<file path="src/rtl/uart_tx_fifo.sv">
// Buffered 8N1 UART transmitter: a small FIFO in front of a baud-strobed
// serializer that sends bytes LSB-first and chains frames without idle gaps.
module uart_tx_fifo #(
  parameter int FIFO_ADDR_W = 4,
  parameter int STOP_BITS   = 1
) (
  input  logic                   mclk,
  input  logic                   reset,
  input  logic                   baud_x1,
  input  logic [7:0]             data,
  input  logic                   data_strobe,
  output logic                   serial,
  output logic                   full,
  output logic [FIFO_ADDR_W:0]   count,
  output logic                   busy,
  output logic                   overflow
);

  localparam int DEPTH = 1 << FIFO_ADDR_W;
  // Count value that means "every slot occupied".
  localparam logic [FIFO_ADDR_W:0] DEPTH_CNT = {1'b1, {FIFO_ADDR_W{1'b0}}};
  // Stop-bit counter value on the last stop bit (counter is one bit wide).
  localparam logic STOP_LAST = (STOP_BITS == 2) ? 1'b1 : 1'b0;

  typedef enum logic [1:0] {
    IDLE = 2'd0,
    DATA = 2'd1,
    STOP = 2'd2
  } state_t;

  state_t                 state, state_next;
  logic [7:0]             mem [DEPTH];
  logic [FIFO_ADDR_W:0]   wr_ptr, rd_ptr;
  logic [FIFO_ADDR_W:0]   wr_ptr_next, rd_ptr_next, count_next;
  logic [8:0]             shift, shift_next;
  logic [3:0]             bit_cnt, bit_cnt_next;
  logic                   stop_cnt, stop_cnt_next;
  logic                   serial_next;
  logic                   push, pop, not_empty, stop_last;

  // Full is taken from the register, so a write while full is dropped even
  // if the serializer pops on the same cycle.
  assign not_empty   = (count != '0);
  assign push        = data_strobe & ~full;
  assign stop_last   = (stop_cnt == STOP_LAST);
  assign pop         = baud_x1 & not_empty &
                       ((state == IDLE) | ((state == STOP) & stop_last));
  assign wr_ptr_next = wr_ptr + {{FIFO_ADDR_W{1'b0}}, push};
  assign rd_ptr_next = rd_ptr + {{FIFO_ADDR_W{1'b0}}, pop};
  assign count_next  = wr_ptr_next - rd_ptr_next;

  // FIFO storage write port; contents are not reset, only the pointers are.
  always_ff @(posedge mclk) begin
    if (reset && push) begin
      mem[wr_ptr[FIFO_ADDR_W-1:0]] <= data;
    end
  end

  // FIFO pointers and the registered status flags derived from them.
  always_ff @(posedge mclk) begin
    if (!reset) begin
      wr_ptr   <= '0;
      rd_ptr   <= '0;
      count    <= '0;
      full     <= 1'b0;
      overflow <= 1'b0;
    end else begin
      wr_ptr   <= wr_ptr_next;
      rd_ptr   <= rd_ptr_next;
      count    <= count_next;
      full     <= (count_next == DEPTH_CNT);
      overflow <= data_strobe & full;
    end
  end

  // Serializer state register together with its datapath and line register.
  always_ff @(posedge mclk) begin
    if (!reset) begin
      state    <= IDLE;
      shift    <= '1;
      bit_cnt  <= '0;
      stop_cnt <= 1'b0;
      serial   <= 1'b1;
      busy     <= 1'b0;
    end else begin
      state    <= state_next;
      shift    <= shift_next;
      bit_cnt  <= bit_cnt_next;
      stop_cnt <= stop_cnt_next;
      serial   <= serial_next;
      busy     <= (state_next != IDLE) | (count_next != '0);
    end
  end

  // Next-state logic; the FSM only moves on baud strobes.
  always_comb begin
    state_next = state;
    if (baud_x1) begin
      case (state)
        IDLE: if (not_empty) state_next = DATA;
        DATA: if (bit_cnt == 4'd8) state_next = STOP;
        STOP: if (stop_last) state_next = not_empty ? DATA : IDLE;
        default: state_next = IDLE;
      endcase
    end
  end

  // Line value and shift/counter updates for the upcoming bit period.
  always_comb begin
    serial_next   = serial;
    shift_next    = shift;
    bit_cnt_next  = bit_cnt;
    stop_cnt_next = stop_cnt;
    if (baud_x1) begin
      case (state)
        IDLE: begin
          serial_next = 1'b1;
        end
        DATA: begin
          // Ones shift in from the top, so the ninth strobe drives the stop level.
          serial_next = shift[0];
          shift_next  = {1'b1, shift[8:1]};
          if (bit_cnt == 4'd8) begin
            stop_cnt_next = 1'b0;
          end else begin
            bit_cnt_next = bit_cnt + 4'd1;
          end
        end
        STOP: begin
          serial_next = 1'b1;
          if (!stop_last) begin
            stop_cnt_next = stop_cnt + 1'b1;
          end
        end
        default: begin
          serial_next = 1'b1;
        end
      endcase
      // Loading the next byte drives its start bit on the same strobe.
      if (pop) begin
        shift_next   = {1'b1, mem[rd_ptr[FIFO_ADDR_W-1:0]]};
        serial_next  = 1'b0;
        bit_cnt_next = 4'd0;
      end
    end
  end

endmodule

</file>
<file path="config.mk">
export PLATFORM = sky130hd
export DESIGN_NAME = uart_tx_fifo
export DESIGN_NICKNAME = d
export VERILOG_FILES = /design/src/rtl/uart_tx_fifo.sv
export SDC_FILE = /design/constraint.sdc
export NUM_CORES = 1
export LEC_CHECK = 0
export BUFFER_PORTS_ARGS = -buffer_cell sky130_fd_sc_hd__buf_2
export CORE_UTILIZATION = 45
export CTS_CLUSTER_SIZE = 40
export DETAILED_ROUTE_END_ITERATION = 12
export SLEW_MARGIN = 20
export SYNTH_ARGS = -nofsm -noshare
export SYNTH_HDL_FRONTEND = slang
export SYNTH_SLANG_ARGS = --single-unit
</file>
<file path="constraint.sdc">
create_clock -name mclk -period 3.2 [get_ports mclk]
set_input_delay 0.32 -clock mclk [delete_from_list [all_inputs] [get_ports mclk]]
set_output_delay 0.32 -clock mclk [all_outputs]
set_load 0.02 [all_outputs]
</file>
==> metrics, run 1 <==
status finished, final reports clean; total grt overflow 0; total of max-cap violations 0; RSZ-0062 raised after global routing no; core area 0.01388 sq mm; CP required 3.50 ns; CP Class flop to flop; htree depth 4; clock root cell clkbuf_16; Buffers on Ports 20; Cell Pwr Density 708.5 mW/mm^2; Pins Over Slew Limit 0; Clock Latency Late Sink 0.41 ns; flops & latches, synth 161; first-pass GRT wire length 19110 um; largest net degree at the start of global routing 35; die area 0.01472 sq mm; Reg area 0.004506 sq mm; DIE HEIGHT 121.3 um; post-DR vias/cell 5.418; # rows 43; Post-synth EDFFs 128; CTS tree done; Clock Path Buffers 2; Top FF cell, synth edfxtp_1; # diodes 0; vias in the first global route 3375; Multi-input gate area 0.001785 sq mm; vias 3381; setup TNS 0 ns; drt first pass iters 4; Synth Area per Inst 16.73 sq um; IO Count 21; initial antenna violation count 0; Layout Nets 453; GP Congestion 0.7644; Worst EP arrival 3.28 ns; GRT Resource Usage Total 18.62%; fill count 1141; post-cts resize count 0; ANT nets after route 0; Clk pin slew, worst setup/hold paths 0.06 ns; Slew headroom 55.66%; Async S/R FF share, synth 0%; clk_skew 0.005326 ns; final WL 12400 um; Slew @ Worst Pin 0.6652 ns; fmax 0.3361 GHz; Final setup viols 0; Initial Util 46.16%; die outline width 121.3 um; CTS buffer count 17; Hold Crit Class input port to flop; cell area after synthesis 0.006407 sq mm; 1st-iter DRT viols 200; Final Cycle Share 92.97%; layout cells sized above 1 23.87%; Mapped Cells 383; Syn. warnings 0; post-DP HPWL 7859 um; post-CTS setup buffers 0; Residual DRC 0; Layout area overhead 14.43%; Crit. End Element flop; endpoints failing hold 0; register area share after synthesis 70.30%; clock sinks 161; crit path launch type flop; Syn Nets 405; cts hold-fix bufs 0; DR WL/cell 19.87 um; Distinct cells, synth 40; clock period minus worst slack 2.975 ns; Total Power 5.195 mW; Pleak 2.450 nW; maximum vdd drop 0.3172 mV; CP max FO 4
-- logic make-up after synthesis --
kind of cell | Yosys count | synth area share, %
compound gates | 28 | 2.597
xor+xnor | 10 | 1.367
fa+ha+maj | 11 | 2.226
buf+inv | 24 | 1.835
flops | 161 | 70.30
mux | 40 | 13.67
simple gates | 109 | 8.007
-- final cells by class --
class	count	share of cell area, %
clock buffers	19	5.904
well taps	180	3.072
clock inverters	13	0.9898
inverters	10	0.5119
flip-flops and latches	161	61.45
repair buffers	43	3.720
multi-input cells	198	24.35
-- cells in the final DEF, fill, tap and decap left out, types with 7 or more instances in the layout --
master,netlist,final
inv_1,9,9
nor2_1,31,31
clkinv_1,1,7
clkbuf_16,0,17
a21oi_1,12,12
nand3_1,8,8
nand4_1,9,9
buf_4,1,23
ha_1,9,9
nand2_1,32,32
buf_2,1,20
mux4_2,38,38
edfxtp_1,128,128
dfxtp_1,33,32
-- metal layers --
layer,vias to the layer above,GRT usage (%),wire [um]
met4,0,6.944,157
met1,1729,22.85,5199
met5,-,0,0
li1,1578,-,-
met2,60,31.89,6572
met3,14,4.370,468
-- cells in the mapped netlist, drive strengths merged, types with 2 or more instances --
master / number / area share [%]
xor2: 4 / 0.55
nor2b: 5 / 0.49
nor3: 6 / 0.47
nand4: 9 / 0.88
dfxtp: 33 / 10
o21ai: 7 / 0.55
edfxtp: 128 / 60
clkbuf: 6 / 0.35
a211oi: 2 / 0.23
or3: 3 / 0.29
nand3: 8 / 0.62
mux2i: 2 / 0.31
nand2: 32 / 1.9
and2: 5 / 0.49
nor2: 31 / 1.8
inv: 9 / 0.53
mux4: 38 / 13
buf: 8 / 0.90
ha: 9 / 1.8
xnor2: 6 / 0.82
nand2b: 6 / 0.59
a21oi: 12 / 0.94
-- flip-flops by register name, indices dropped and copies added (netlist names) --
signal    cells
busy          1
mem         128
state         2
wr_ptr        5
count         5
bit_cnt       4
shift         8
full          1
rd_ptr        5
serial        1
overflow      1
-- final timing paths --
kind	start	end	slack, ns	cells past startpoint
worst min register to register	serial	serial	0.47	2
worst min-delay path	data_strobe	overflow	0.15	2
worst max-delay path	count[1]	busy	0.23	12
worst max register to register	count[1]	busy	0.23	12
-- critical path: stages (launching register included) --
cell      delay (ns)
dfxtp_1         0.30
nor3_1          0.19
a21oi_1         0.11
nand2_1         0.15
clkinv_1        0.11
ha_1            0.21
ha_1            0.27
inv_1           0.07
fa_1            0.49
maj3_1          0.38
a21oi_1         0.18
xnor2_1         0.12
o31a_1          0.28
-- metrics by stage --
stage          instance area, sq um  hold slack [ns]  setup slack [ns]  cells  utilization (%)
2_1_floorplan                  6407           0.4189            0.1424    383                -
6_report                       7332           0.1539            0.2251    624            52.82
3_3_place_gp                   6827           0.4511            0.2852    592            49.18
4_1_cts                        7332           0.1399            0.2111    624            52.82
3_5_place_dp                   6827           0.4658            0.2257    592            49.18
5_1_grt                        7332           0.1412          0.005794    624            52.82
-- where the power goes --
part,switching (mW),leakage [nW],internal (mW)
clock network,0.747,0.234,0.971
registers,0.0643,1.42,2.38
logic,0.569,0.792,0.463
(Power assumes the default switching activity.)
==> run 2, diff against run 1 <==
--- a/config.mk
+++ b/config.mk
@@ -9,6 +9,7 @@
 export CORE_UTILIZATION = 45
 export CTS_CLUSTER_SIZE = 40
 export DETAILED_ROUTE_END_ITERATION = 12
+export PLACE_DENSITY = 0.68
 export SLEW_MARGIN = 20
 export SYNTH_ARGS = -nofsm -noshare
 export SYNTH_HDL_FRONTEND = slang
==> run 2 against run 1 <==
Compared with the run above: sequential share of layout area rose by 0.20 points; non-clock buffer count shrank 9; global-route usage decreased by 1.3 points; register-to-register slack got worse by 0.02 ns; hold slack lost 0.0081 ns; routed wire length fell by 8.7%; combinational power barely moved; critical endpoint unchanged.
==> metrics, run 2 (synthesized netlist as in run 1, its figures left out) <==
status finished, final reports clean (unchanged); clk_skew 0.008906 ns (was 0.005326 ns); # diodes 0 (unchanged); post-CTS setup buffers 0 (unchanged); IO Count 21 (unchanged); initial antenna violation count 0 (unchanged); Clock Latency Late Sink 0.42 ns (was 0.41 ns); Pleak 2.429 nW (was 2.450 nW); worst r2r src count[1] (unchanged); post-cts resize count 0 (unchanged); Buffers on Ports 20 (unchanged); fmax 0.3340 GHz (was 0.3361 GHz); Layout Nets 444 (was 453); GRT Resource Usage Total 17.33% (was 18.62%); die area 0.01472 sq mm (unchanged); Slew @ Worst Pin 0.8233 ns (was 0.6652 ns); slowest cell on the critical path fa_1 (unchanged); DIE HEIGHT 121.3 um (unchanged); endpoints failing hold 0 (unchanged); # rows 43 (unchanged); Initial Util 46.16% (unchanged); CTS buffer count 17 (unchanged); Worst EP arrival 3.30 ns (was 3.28 ns); clock sinks 161 (unchanged); fill count 1107 (was 1141); Final Cycle Share 93.57% (was 92.97%); setup TNS 0 ns (unchanged); crit path from count[1] (unchanged); crit path launch type flop (unchanged); Pins Over Slew Limit 0 (unchanged); CP Class flop to flop (unchanged); clock period minus worst slack 2.994 ns (was 2.975 ns); CP max FO 4 (unchanged); placed cells 583 (was 592); Slew headroom 44.91% (was 55.66%); clock root cell clkbuf_16 (unchanged); Largest register FFs 128 (unchanged); total of max-cap violations 0 (unchanged); Final setup viols 0 (unchanged); htree depth 4 (unchanged); post-DR vias/cell 5.372 (was 5.418); HP Start data_strobe (unchanged); Crit path largest cell delay 0.49 ns (about the same); vias 3304 (was 3381); Clk pin slew, worst setup/hold paths 0.06 ns (about the same); DR WL/cell 18.41 um (was 19.87 um); Cell Count, Final, Fillers Out 615 (was 624); CP cell instances nor3_1 > a21oi_1 > nand2_1 > clkinv_1 > ha_1 > ha_1 > inv_1 > fa_1 > maj3_1 > a21oi_1 > xnor2_1 > o31a_1 (unchanged); Layout area overhead 14.06% (was 14.43%); layout cells sized above 1 23.91% (was 23.87%); total grt overflow 0 (unchanged); RSZ-0062 raised after global routing no (unchanged); first-pass GRT wire length 18130 um (was 19110 um); final WL 11320 um (was 12400 um); ANT nets after route 0 (unchanged); largest net degree at the start of global routing 35 (unchanged); core area 0.01388 sq mm (unchanged); drt first pass iters 4 (unchanged); post-DP HPWL 7601 um (was 7859 um); Total Power 5.337 mW (was 5.195 mW); 1st-iter DRT viols 302 (was 200); Residual DRC 0 (unchanged); most common cell after layout, fill and taps aside edfxtp_1 (unchanged); GP Congestion 0.7904 (was 0.7644); cts hold-fix bufs 0 (unchanged); Clock Path Buffers 2 (unchanged); CTS tree done (unchanged); most frequent cells in the layout edfxtp_1 (128), mux4_2 (38), nand2_1 (32), dfxtp_1 (32), nor2_1 (31) (unchanged); CP required 3.51 ns (was 3.50 ns); Crit. End Element flop (unchanged); Hold Crit Class input port to flop (unchanged); die outline width 121.3 um (unchanged); maximum vdd drop 0.6266 mV (was 0.3172 mV); vias in the first global route 3276 (was 3375); Cell Pwr Density 730.3 mW/mm^2 (was 708.5 mW/mm^2)
==> run 2: critical path, delay by kind of cell (launching register included) <==
kind | cells | cell delay (ns)
fa+ha+maj | 4 | 1.33
compound gates | 3 | 0.58
simple gates | 2 | 0.35
flops | 1 | 0.31
buf+inv | 2 | 0.18
xor+xnor | 1 | 0.12
==> run 2: report_power, final <==
part | switching, mW | internal, mW | leakage [nW]
registers | 0.0639 | 2.38 | 1.42
clock network | 0.844 | 1.01 | 0.262
logic | 0.572 | 0.462 | 0.744
==> run 2: final timing paths <==
kind         endpoint  slack [ns]  cells after the start
max              busy        0.21                     12
min          overflow        0.15                      2
max reg2reg      busy        0.21                     12
min reg2reg    serial        0.47                      2
==> run 2: cell type report <==
type / instances / area (sq um) / area share (%)
multi-input cells: 198 / 1785 / 24.43
clock inverters: 14 / 120.1 / 1.644
inverters: 10 / 37.54 / 0.5136
clock buffers: 18 / 429.2 / 5.872
well taps: 180 / 225.2 / 3.082
flip-flops and latches: 161 / 4506 / 61.65
repair buffers: 34 / 205.2 / 2.808
==> run 2: per-layer routing <==
layer | part of all wire (%) | up-vias | GRT usage (%)
met3 | 5.3 | 6 | 5.498
met5 | 0 | - | 0
met4 | 0.61 | 0 | 5.556
li1 | - | 1565 | -
met2 | 49 | 74 | 26.88
met1 | 45 | 1659 | 23.22
==> run 2: stage by stage <==
step	setup slack (ns)	hold WS [ns]	utilization (%)	instance area (sq um)
after detailed placement	0.2137	0.4562	48.69	6759
after global routing	0.02954	0.1321	52.65	7308
after global placement	0.2941	0.4428	48.69	6759
after CTS	0.1854	0.1309	52.65	7308
final	0.2058	0.1458	52.65	7308
after floorplan	0.1424	0.4189	-	6407
==> run 3, diff against run 2 <==
--- a/config.mk
+++ b/config.mk
@@ -5,6 +5,7 @@
 export SDC_FILE = /design/constraint.sdc
 export NUM_CORES = 1
 export LEC_CHECK = 0
+export ABC_AREA = 1
 export BUFFER_PORTS_ARGS = -buffer_cell sky130_fd_sc_hd__buf_2
 export CORE_UTILIZATION = 45
 export CTS_CLUSTER_SIZE = 40
==> run 3 against run 2 <==
Compared with the run above: synthesized area rose by 7.5%; combinational power up 29%; flip-flop and latch count is the same; routed wire length rose by 33%; critical path type unchanged.
==> metrics, run 3 <==
status finished, final reports clean (unchanged); RSZ-0062 raised after global routing no (unchanged); Buffers on Ports 20 (unchanged); vias 4707 (was 3304); Syn Nets 697 (was 405); Cell Pwr Density 747.0 mW/mm^2 (was 730.3 mW/mm^2); register area share after synthesis 65.38% (was 70.30%); setup TNS 0 ns (unchanged); clock root cell clkbuf_16 (unchanged); synth top area cells edfxtp_1 (56%), dfxtp_1 (9.6%), nor2_1 (8.2%), nand3_1 (5.3%), nand2_1 (5.1%) (was edfxtp_1 (60%), mux4_2 (13%), dfxtp_1 (10%), nand2_1 (1.9%), nor2_1 (1.8%)); total of max-cap violations 0 (unchanged); fill count 1315 (was 1107); clock sinks 161 (unchanged); R2R setup slack 0.68 ns (was 0.21 ns); Worst EP arrival 2.83 ns (was 3.30 ns); Hold Crit Class input port to flop (unchanged); Post-synth EDFFs 128 (unchanged); post-CTS setup buffers 0 (unchanged); Clk pin slew, worst setup/hold paths 0.06 ns (about the same); CP max FO 9 (was 4); cell area after synthesis 0.006889 sq mm (was 0.006407 sq mm); Min-Delay Endpoint overflow (unchanged); # diodes 0 (unchanged); cts hold-fix bufs 0 (unchanged); ANT nets after route 0 (unchanged); most common cell after layout, fill and taps aside nor2_1 (was edfxtp_1); Clock Path Buffers 2 (unchanged); Crit. End Element flop (unchanged); DIE HEIGHT 125.7 um (was 121.3 um); Largest register FFs 128 (unchanged); Synth Area per Inst 10.21 sq um (was 16.73 sq um); fmax 0.3974 GHz (was 0.3340 GHz); IO Count 21 (unchanged); HP Start data_strobe (unchanged); GRT Resource Usage Total 20.25% (was 17.33%); Async S/R FF share, synth 0% (unchanged); endpoints failing hold 0 (unchanged); Syn. warnings 0 (unchanged); drt first pass iters 5 (was 4); Final Cycle Share 78.63% (was 93.57%); Pleak 2.965 nW (was 2.429 nW); Cell Count, Final, Fillers Out 889 (was 615); Distinct cells, synth 33 (was 40); CTS tree done (unchanged); routed wl met2 6965 um (was 5532 um); fin util 51.92% (was 52.65%); clock period minus worst slack 2.516 ns (was 2.994 ns); top-count cell post-synth nor2_1 (was edfxtp_1); htree depth 4 (unchanged); Worst R2R Path Depth 16 (was 12); post-DP HPWL 9523 um (was 7601 um); maximum vdd drop 0.3957 mV (was 0.6266 mV); layout cells sized above 1 11.06% (was 23.91%); flops & latches, synth 161 (unchanged); post-DR vias/cell 5.295 (was 5.372); most frequent cells in the layout nor2_1 (150), edfxtp_1 (128), nand2_1 (93) (was edfxtp_1 (128), mux4_2 (38), nand2_1 (32), dfxtp_1 (32), nor2_1 (31)); die outline width 125.7 um (was 121.3 um); 1st-iter DRT viols 336 (was 302); DR WL/cell 16.93 um (was 18.41 um); Residual DRC 0 (unchanged); Layout Nets 714 (was 444); final WL 15050 um (was 11320 um); Slew headroom 47.19% (was 44.91%); placed cells 857 (was 583); Yosys top cell area share 55.79% (was 59.99%); first-pass GRT wire length 24290 um (was 18130 um); worst r2r src count[3] (was count[1]); Final setup viols 0 (unchanged); core area 0.01475 sq mm (was 0.01388 sq mm); Slew @ Worst Pin 0.7893 ns (was 0.8233 ns); post-cts resize count 0 (unchanged); Mapped Cells 675 (was 383); largest net degree at the start of global routing 65 (was 35); Pins Over Slew Limit 0 (unchanged); crit path launch type flop (unchanged); die area 0.01581 sq mm (was 0.01472 sq mm); # rows 44 (was 43); Top FF cell, synth edfxtp_1 (unchanged); pre-CTS setup slack 0.5901 ns (was 0.2137 ns); Layout area overhead 11.19% (was 14.06%); R2R Path End busy (unchanged); GP Congestion 0.9479 (was 0.7904); CP required 3.51 ns (about the same); total grt overflow 0 (unchanged); Metal-1 WL 6681 um (was 5121 um); vias in the first global route 4577 (was 3276); Post-synth top cells nor2_1 (150), edfxtp_1 (128), nand2_1 (93), nand3_1 (73), inv_1 (50) (was edfxtp_1 (128), mux4_2 (38), dfxtp_1 (33), nand2_1 (32), nor2_1 (31)); routed wl met3 952 um (was 596 um); initial antenna violation count 0 (unchanged); cell taking the most area after synthesis edfxtp_1 (unchanged); clk_skew 0.008053 ns (was 0.008906 ns); CTS buffer count 17 (unchanged); Initial Util 46.69% (was 46.16%); setup ws final 0.6839 ns (was 0.2058 ns); CP Class flop to flop (unchanged); Clock Latency Late Sink 0.42 ns (about the same); highest routed metal layer met4 (unchanged); hold path depth 3 (was 2)
-- run 3: cell count changes in the layout (fill, tap and decap cells not counted), moves of 38 or more --
cell	delta
nor2_1	+119
nand3_1	+65
nand2_1	+61
inv_1	+41
o21ai_0	+40
mux4_2	-38
-- run 3: how the worst max path moves through the flow --
stage           end  cells after the start  slack (ns)      from
2_1_floorplan  busy                     14        0.77  count[3]
3_5_place_dp   busy                     15        0.59   baud_x1
3_3_place_gp   busy                     15        0.65   baud_x1
6_report       busy                     16        0.68  count[3]
4_1_cts        busy                     14        0.69  count[3]
5_1_grt        busy                     16        0.45  count[1]
-- run 3: logic make-up after synthesis --
kind of cell               synth area share (%)
DFF                                       65.38
AOI/OAI and AO/OA                         5.866
and+or+nand+nor                           20.72
adders and majority gates                 1.925
xor gates and xnor gates                 0.3815
buffers and inverters                     5.721
-- run 3: cell type report --
cell class	instances	area (sq um)	area share, %
Clock buffer	17	425.4	5.554
Clock inverter	15	143.9	1.878
Inverter	56	211.5	2.761
Multi-Input combinational cell	429	1991	25.99
Sequential cell	161	4506	58.82
Tap cell	184	230.2	3.006
Timing Repair Buffer	27	152.6	1.993
-- run 3: through the flow --
step / cell area, sq um / hold slack [ns] / total power, mW
after global routing: 7660 / 0.1476 / 6.013
final: 7660 / 0.1454 / 5.722
after floorplan: 6889 / 0.4189 / 3.466
after CTS: 7660 / 0.1337 / 5.736
after detailed placement: 7091 / 0.4645 / 3.806
after global placement: 7091 / 0.4549 / 3.748
-- run 3: power breakdown --
part / switching [mW] / internal [mW]
registers: 0.0553 / 2.39
logic: 0.919 / 0.415
clock network: 0.802 / 1.14
total: 1.78 / 3.95
-- run 3: routing by layer --
layer / track usage, % / up-vias
met3: 4.121 / 26
met1: 27.60 / 2227
met5: 0 / -
met4: 9.639 / 0
met2: 31.21 / 152
li1: - / 2302
-- run 3: critical path, cell delays in order (launching register included) --
cell      delay, ns
dfxtp_1        0.31
nor2_1         0.09
nand3b_1       0.08
nand2_1        0.09
clkinv_1       0.21
ha_1           0.28
ha_1           0.30
inv_1          0.08
ha_1           0.30
a21oi_1        0.18
nand2_1        0.09
nand2_1        0.09
nand2_1        0.06
nand2_2        0.07
nand3_1        0.08
nand2_1        0.06
nand2_1        0.05
